`src/rtl/xor6_eval_arb.sv`:
```
// Round-robin arbiter that shares one 6-input evaluator between four requesters,
// plus a self-test sweep that checks the evaluator against 6-input XOR parity.
module xor6_eval_arb (
  input  logic        clk,
  input  logic        rst_n,
  input  logic [3:0]  req,
  input  logic [23:0] din,
  output logic [3:0]  ack,
  output logic        rsp,
  output logic [1:0]  rsp_id,
  output logic [5:0]  ev_in,
  input  logic        ev_out,
  input  logic        st_start,
  output logic        st_busy,
  output logic        st_done,
  output logic [6:0]  st_err_cnt,
  output logic        st_fail
);

  typedef enum logic [1:0] {
    IDLE  = 2'd0,
    EVAL  = 2'd1,
    RESP  = 2'd2,
    SWEEP = 2'd3
  } state_t;

  state_t      r_state;
  state_t      w_next;
  logic [1:0]  r_ptr;
  logic [1:0]  r_win;
  logic [5:0]  r_ev;
  logic [5:0]  r_v;
  logic [3:0]  r_ack;
  logic        r_rsp;
  logic [1:0]  r_rsp_id;
  logic        r_busy;
  logic        r_done;
  logic [6:0]  r_err;
  logic        r_fail;

  logic        w_any;
  logic [1:0]  w_win;
  logic [1:0]  w_idx;
  logic [5:0]  w_slice;
  logic        w_mis;
  logic [6:0]  w_err_nxt;

  // First requester found scanning upward from r_ptr, wrapping mod 4.
  always_comb begin
    w_any = 1'b0;
    w_win = r_ptr;
    w_idx = '0;
    for (int unsigned i = 0; i < 4; i++) begin
      w_idx = r_ptr + 2'(i);
      if (!w_any && req[w_idx]) begin
        w_any = 1'b1;
        w_win = w_idx;
      end
    end
  end

  always_comb begin
    w_slice = '0;
    case (w_win)
      2'd0: w_slice = din[5:0];
      2'd1: w_slice = din[11:6];
      2'd2: w_slice = din[17:12];
      2'd3: w_slice = din[23:18];
      default: w_slice = '0;
    endcase
  end

  assign w_mis     = ev_out ^ (^r_v);
  assign w_err_nxt = r_err + 7'(w_mis);

  always_comb begin
    w_next = r_state;
    case (r_state)
      IDLE: begin
        if (st_start)   w_next = SWEEP;
        else if (w_any) w_next = EVAL;
      end
      EVAL:  w_next = RESP;
      RESP:  w_next = IDLE;
      SWEEP: if (r_v == 6'd63) w_next = IDLE;
      default: w_next = IDLE;
    endcase
  end

  always_ff @(posedge clk or negedge rst_n) begin
    if (!rst_n) r_state <= IDLE;
    else        r_state <= w_next;
  end

  always_ff @(posedge clk or negedge rst_n) begin
    if (!rst_n) begin
      r_ptr    <= '0;
      r_win    <= '0;
      r_ev     <= '0;
      r_v      <= '0;
      r_ack    <= '0;
      r_rsp    <= 1'b0;
      r_rsp_id <= '0;
      r_busy   <= 1'b0;
      r_done   <= 1'b0;
      r_err    <= '0;
      r_fail   <= 1'b0;
    end else begin
      r_ack  <= '0;
      r_done <= 1'b0;
      case (r_state)
        IDLE: begin
          if (st_start) begin
            r_err  <= '0;
            r_fail <= 1'b0;
            r_v    <= '0;
            r_ev   <= '0;
            r_busy <= 1'b1;
          end else if (w_any) begin
            r_win <= w_win;
            r_ev  <= w_slice;
          end
        end
        // ack is registered here so it appears in the RESP cycle alongside rsp.
        EVAL: begin
          r_rsp    <= ev_out;
          r_rsp_id <= r_win;
          r_ack    <= 4'b0001 << r_win;
        end
        RESP: r_ptr <= r_win + 2'd1;
        SWEEP: begin
          r_err <= w_err_nxt;
          r_v   <= r_v + 6'd1;
          if (r_v == 6'd63) begin
            r_done <= 1'b1;
            r_fail <= (w_err_nxt != '0);
            r_busy <= 1'b0;
          end else begin
            r_ev <= r_v + 6'd1;
          end
        end
        default: ;
      endcase
    end
  end

  assign ack        = r_ack;
  assign rsp        = r_rsp;
  assign rsp_id     = r_rsp_id;
  assign ev_in      = r_ev;
  assign st_busy    = r_busy;
  assign st_done    = r_done;
  assign st_err_cnt = r_err;
  assign st_fail    = r_fail;

endmodule

```
`config.mk`:
```
export PLATFORM = sky130hd
export DESIGN_NAME = xor6_eval_arb
export DESIGN_NICKNAME = d
export VERILOG_FILES = /design/src/rtl/xor6_eval_arb.sv
export SDC_FILE = /design/constraint.sdc
export NUM_CORES = 1
export LEC_CHECK = 0
export ABC_AREA = 1
export CELL_PAD_IN_SITES_DETAIL_PLACEMENT = 0
export CELL_PAD_IN_SITES_GLOBAL_PLACEMENT = 1
export CORE_MARGIN = 3
export CORE_UTILIZATION = 38
export CTS_CLUSTER_SIZE = 14
export DETAILED_ROUTE_END_ITERATION = 7
export PLACE_DENSITY = 0.88
export SLEW_MARGIN = 5
export SYNTH_ARGS = -nofsm -noshare
export SYNTH_HDL_FRONTEND = slang
export SYNTH_SLANG_ARGS = --single-unit
```
`constraint.sdc`:
```
create_clock -name clk -period 3.15 [get_ports clk]
set_input_delay 0.63 -clock clk [delete_from_list [all_inputs] [get_ports clk]]
set_output_delay 0.63 -clock clk [all_outputs]
set_load 0.01 [all_outputs]
```
==> out/results.txt <==
Summed over all cells, the static leakage comes to 1.41 nW. The tools report the total core area as 0.00564 mm². The detail route stage leaves a number of antenna-violating nets equal to 0. The critical path in this run is classified as input port to register.

Yosys mapped a number of flops with a built-in enable equal to 0. For the total via count in the routed design, the log shows 2114. The tree built by TritonCTS fans out to 35 sinks.

The number of different library cells used by synthesis comes to 31. The data required time of the worst path is 3.32 ns. Summing every instance area after synthesis gives 0.00226 mm². The vertical extent of the die came out at 83.1 µm. By area, the combinational part of the netlist is dominated by simple AND/OR/NAND/NOR gates. Yosys attributes the largest share of cell area to dfrtp_1 39%, nand2_1 12%, nand3_1 6.9%, inv_1 6.8%, ha_1 5.0%. The library cell used most frequently in the layout, excluding fill and tap cells, is nand2_1. The number of antenna violations at the first check in global routing was 0.

For this design the ratio of total power to cell area is 1060 mW/mm². The area fraction in compound gates after synthesis was 0.110. CTS placed an instance of clkbuf_8 at the clock tree root. The tools report the multi-input gate area in the final layout as 0.00118 mm².

The share of final-layout standard cells stronger than drive strength 1 came out at 0.0950. For this run, the slowest stage of the critical path takes 0.52 ns. The global router's overall resource usage is 0.158. The area overhead of the layout relative to synthesis is 30.9%.

The kind of end point of the critical path was a register. The synthesized design spends more area on one cell type than any other, namely dfrtp_1. The H-tree was split into 2 levels. For the half-perimeter wire length after detailed placement, the log shows 4000 µm. The horizontal die dimension came out at 83.1 µm. TritonCTS built the clock tree. Summed over all failing endpoints, the final setup total negative slack is 0 ns. In the routed design, unresolved DRC markers number 0. The maximum number of pins on one net before global-route repair is 36, and the final period demand of the worst path is 2.52 ns. Setup repair after global routing left no endpoint under its margin.

The total setup buffers inserted after CTS is 0, and the routed via count divided by cell count is 4.92. The area share of fa/ha/maj cells after synthesis works out to 0.0498. The tools report the total count of max-transition violations in the final report as 0.

The count of hold-fix buffers inserted at cts came out at 0. The library cells used most frequently in the layout, excluding fill and tap cells, are 74 x nand2_1, 54 x clkdlybuf4s50_1, 41 x inv_1. In the final design database the tool counted 399 nets. The path category of the worst min-delay check is register to register. The number of antenna diodes in the final layout is 0. The count of buffer and inverter cells on the critical path was 1. At the end of routability-driven placement, the weighted congestion stood at 0.878. The xor and xnor fraction of the mapped netlist area was 0.0310; the number of I/O port buffers was 54.

In this run, CTS created clock tree buffers numbering 5. For the pin with the worst max-slew slack, the measured transition is 0.463 ns. Setup violations remaining at the end of the flow were counted as 0. The synthesized instance count is 302, and the clock tree buffer depth is 2.

For the worst IR drop on VDD, the log shows 0.383 mV. Most used flip-flop cell after synthesis: dfrtp_1. Clock-pin slew on the worst setup and hold paths: 0.07 ns. The headroom to the max-slew limit is 0.690. The Yosys step of the flow raised 0 warnings. For the via count of the first global-routing pass, the log shows 2003. The tools report the starting density of the core as 0.401. The area share of and/or/nand/nor cells after synthesis was 0.325; the number of fill cells was 508.

The share of flip-flops with an asynchronous set or reset works out to 1.00. Highest-delay cell along the critical path: clkdlybuf4s50_1. The first global-routing pass estimated 9200 µm of wire.

The run finished with clean final reports. The detailed-route wire length per cell came out at 12.0 µm. The floorplan step defined a die boundary enclosing 0.00691 mm². In this design, the largest share of critical-path delay is due to XOR/XNOR gates. The worst register-to-register path has a setup slack of 0.75 ns. STA classifies the critical path startpoint as an input port. The sequential cells in the finished layout cover a total of 876 µm². During I/O placement, the number of pins put on the boundary was 55. The area share of the leading cell type in the synthesized netlist is 0.388. The post-route fraction of the period consumed by the critical path is 0.799, and the highest clock rate is 0.397 GHz. After synthesis the netlist holds a flip-flop and latch count of 35.

Between clock sinks in the finished design, the worst skew comes to 0.00487 ns. For this run the aggregate overflow at the end of global routing stands at 0. Across all setup checks in the final design, the least slack found is 0.634 ns. The share of synthesized area spent on multiplexers was 0.00498; the proportion of synthesized chip area in sequential cells was 0.388. The max-cap violation count was 0. The synthesized area per cell is 7.48 µm², and the worst slack at placement is 0.347 ns. The number of nets in the synthesized netlist is 343, and the count of endpoints failing hold in the final timing report is 0. Data arrives at the worst endpoint at 2.69 ns.

The top fanout value on the critical path was 2. The later pin in the worst-skew pair is clocked with a latency of 0.29 ns. The final wirelength is 5170 µm, and the floorplan row count is 27.

The tools report the number of instances resized during post-cts repair as 0. The signal on the critical path passes through clkdlybuf4s50_1 > xor2_1 > xnor2_1 > ha_1 > ha_1 > nand3_1 > nor3_1 > xor2_1 > nand3_1 > nand2_1 > o21ai_0. The first TritonRoute pass finished after 4 iterations. The tools report the count of routing violations after the opening detailed-route iteration as 110.
[report_power, final]
group	switching, W	internal [W]	total [W]
logic	0.00119	0.000772	0.00196
registers	0.000156	0.000629	0.000785
clock network	0.000157	0.000232	0.000388
[per-stage QoR]
step	util	cell area (µm²)	instances	hold slack (ns)	power [W]
floorplan	-	2260	302	0.334	0.00225
global placement	0.506	2860	423	0.475	0.00272
detailed placement	0.506	2860	423	0.476	0.00276
CTS	0.524	2960	430	0.493	0.00315
global route	0.524	2960	430	0.522	0.00348
finish	0.524	2960	430	0.493	0.00313
[registers in the layout (all words and copies together), names as in the netlist]
signal,cells
ack,4
ev_in,6
r_ptr,2
r_state,2
r_v,6
r_win,2
rsp,1
rsp_id,2
st_busy,1
st_done,1
st_err_cnt,7
st_fail,1
[final timing paths]
| path | startpoint | end | depth (start not counted) |
|---|---|---|---|
| worst max-delay path | ev_out | st_fail$_DFFE_PN0P_ | 11 |
| worst min register to register | rsp_id[1]$_DFFE_PN0P_ | rsp_id[1]$_DFFE_PN0P_ | 2 |
| worst max register to register | r_ptr[0]$_DFFE_PN0N_ | ev_in[4]$_DFFE_PN0P_ | 14 |
| worst min-delay path | rsp_id[1]$_DFFE_PN0P_ | rsp_id[1]$_DFFE_PN0P_ | 2 |
| min in group asynchronous | rst_n | st_err_cnt[3]$_DFFE_PN0P_ | 2 |
| max in group asynchronous | rst_n | r_v[5]$_DFFE_PN0P_ | 2 |
[layer usage]
layer  routed length, µm  up-vias  track usage
met5                   0        -            0
met1                2510      950        0.224
met3                 285        8       0.0377
li1                    -     1091            -
met4                  76        0       0.0431
met2                2290       65        0.241
[synthesized netlist by cell type (2+ instances only)]
master	number
nand3_1	31
inv_2	3
nor3_1	4
dfrtp_1	35
ha_1	9
nor2_1	24
xnor2_1	3
o21ai_0	17
xor2_1	5
inv_1	41
nand3_2	2
nand2_4	2
o211ai_1	6
buf_4	3
nand2_2	10
a21oi_1	6
nand2_1	74
o22ai_1	2
a21oi_2	6
nand4_1	8
[final cells by class]
cell class / count / area share
tap: 72 / 0.0305
clock buffer: 6 / 0.0245
sequential: 35 / 0.296
timing repair buffer: 55 / 0.185
inverter: 44 / 0.0558
multi-input combinational: 217 / 0.398
clock inverter: 1 / 0.0102
[cell families (layout without fill, tap and decap cells)]
logic type / after synthesis / in the layout
AO/OA/AOI/OAI: 40 / 40
XOR/XNOR: 8 / 8
adder cells (fa/ha/maj): 9 / 9
buffers and inverters: 50 / 106
flip-flops: 35 / 35
multiplexers: 1 / 1
AND/OR/NAND/NOR: 159 / 159
[worst reg2reg max path: stages (launching register included)]
cell,delay (ns)
dfrtp_1,0.62
inv_2,0.20
nand2_1,0.14
nand3_1,0.08
nand2_1,0.15
inv_1,0.07
nand3_1,0.06
nand2_1,0.06
inv_2,0.06
nand3_2,0.25
nand2_4,0.25
nand3_1,0.10
nand3_1,0.11
nand2_1,0.07
a21oi_2,0.11
Power figures use the tool's default switching activity.
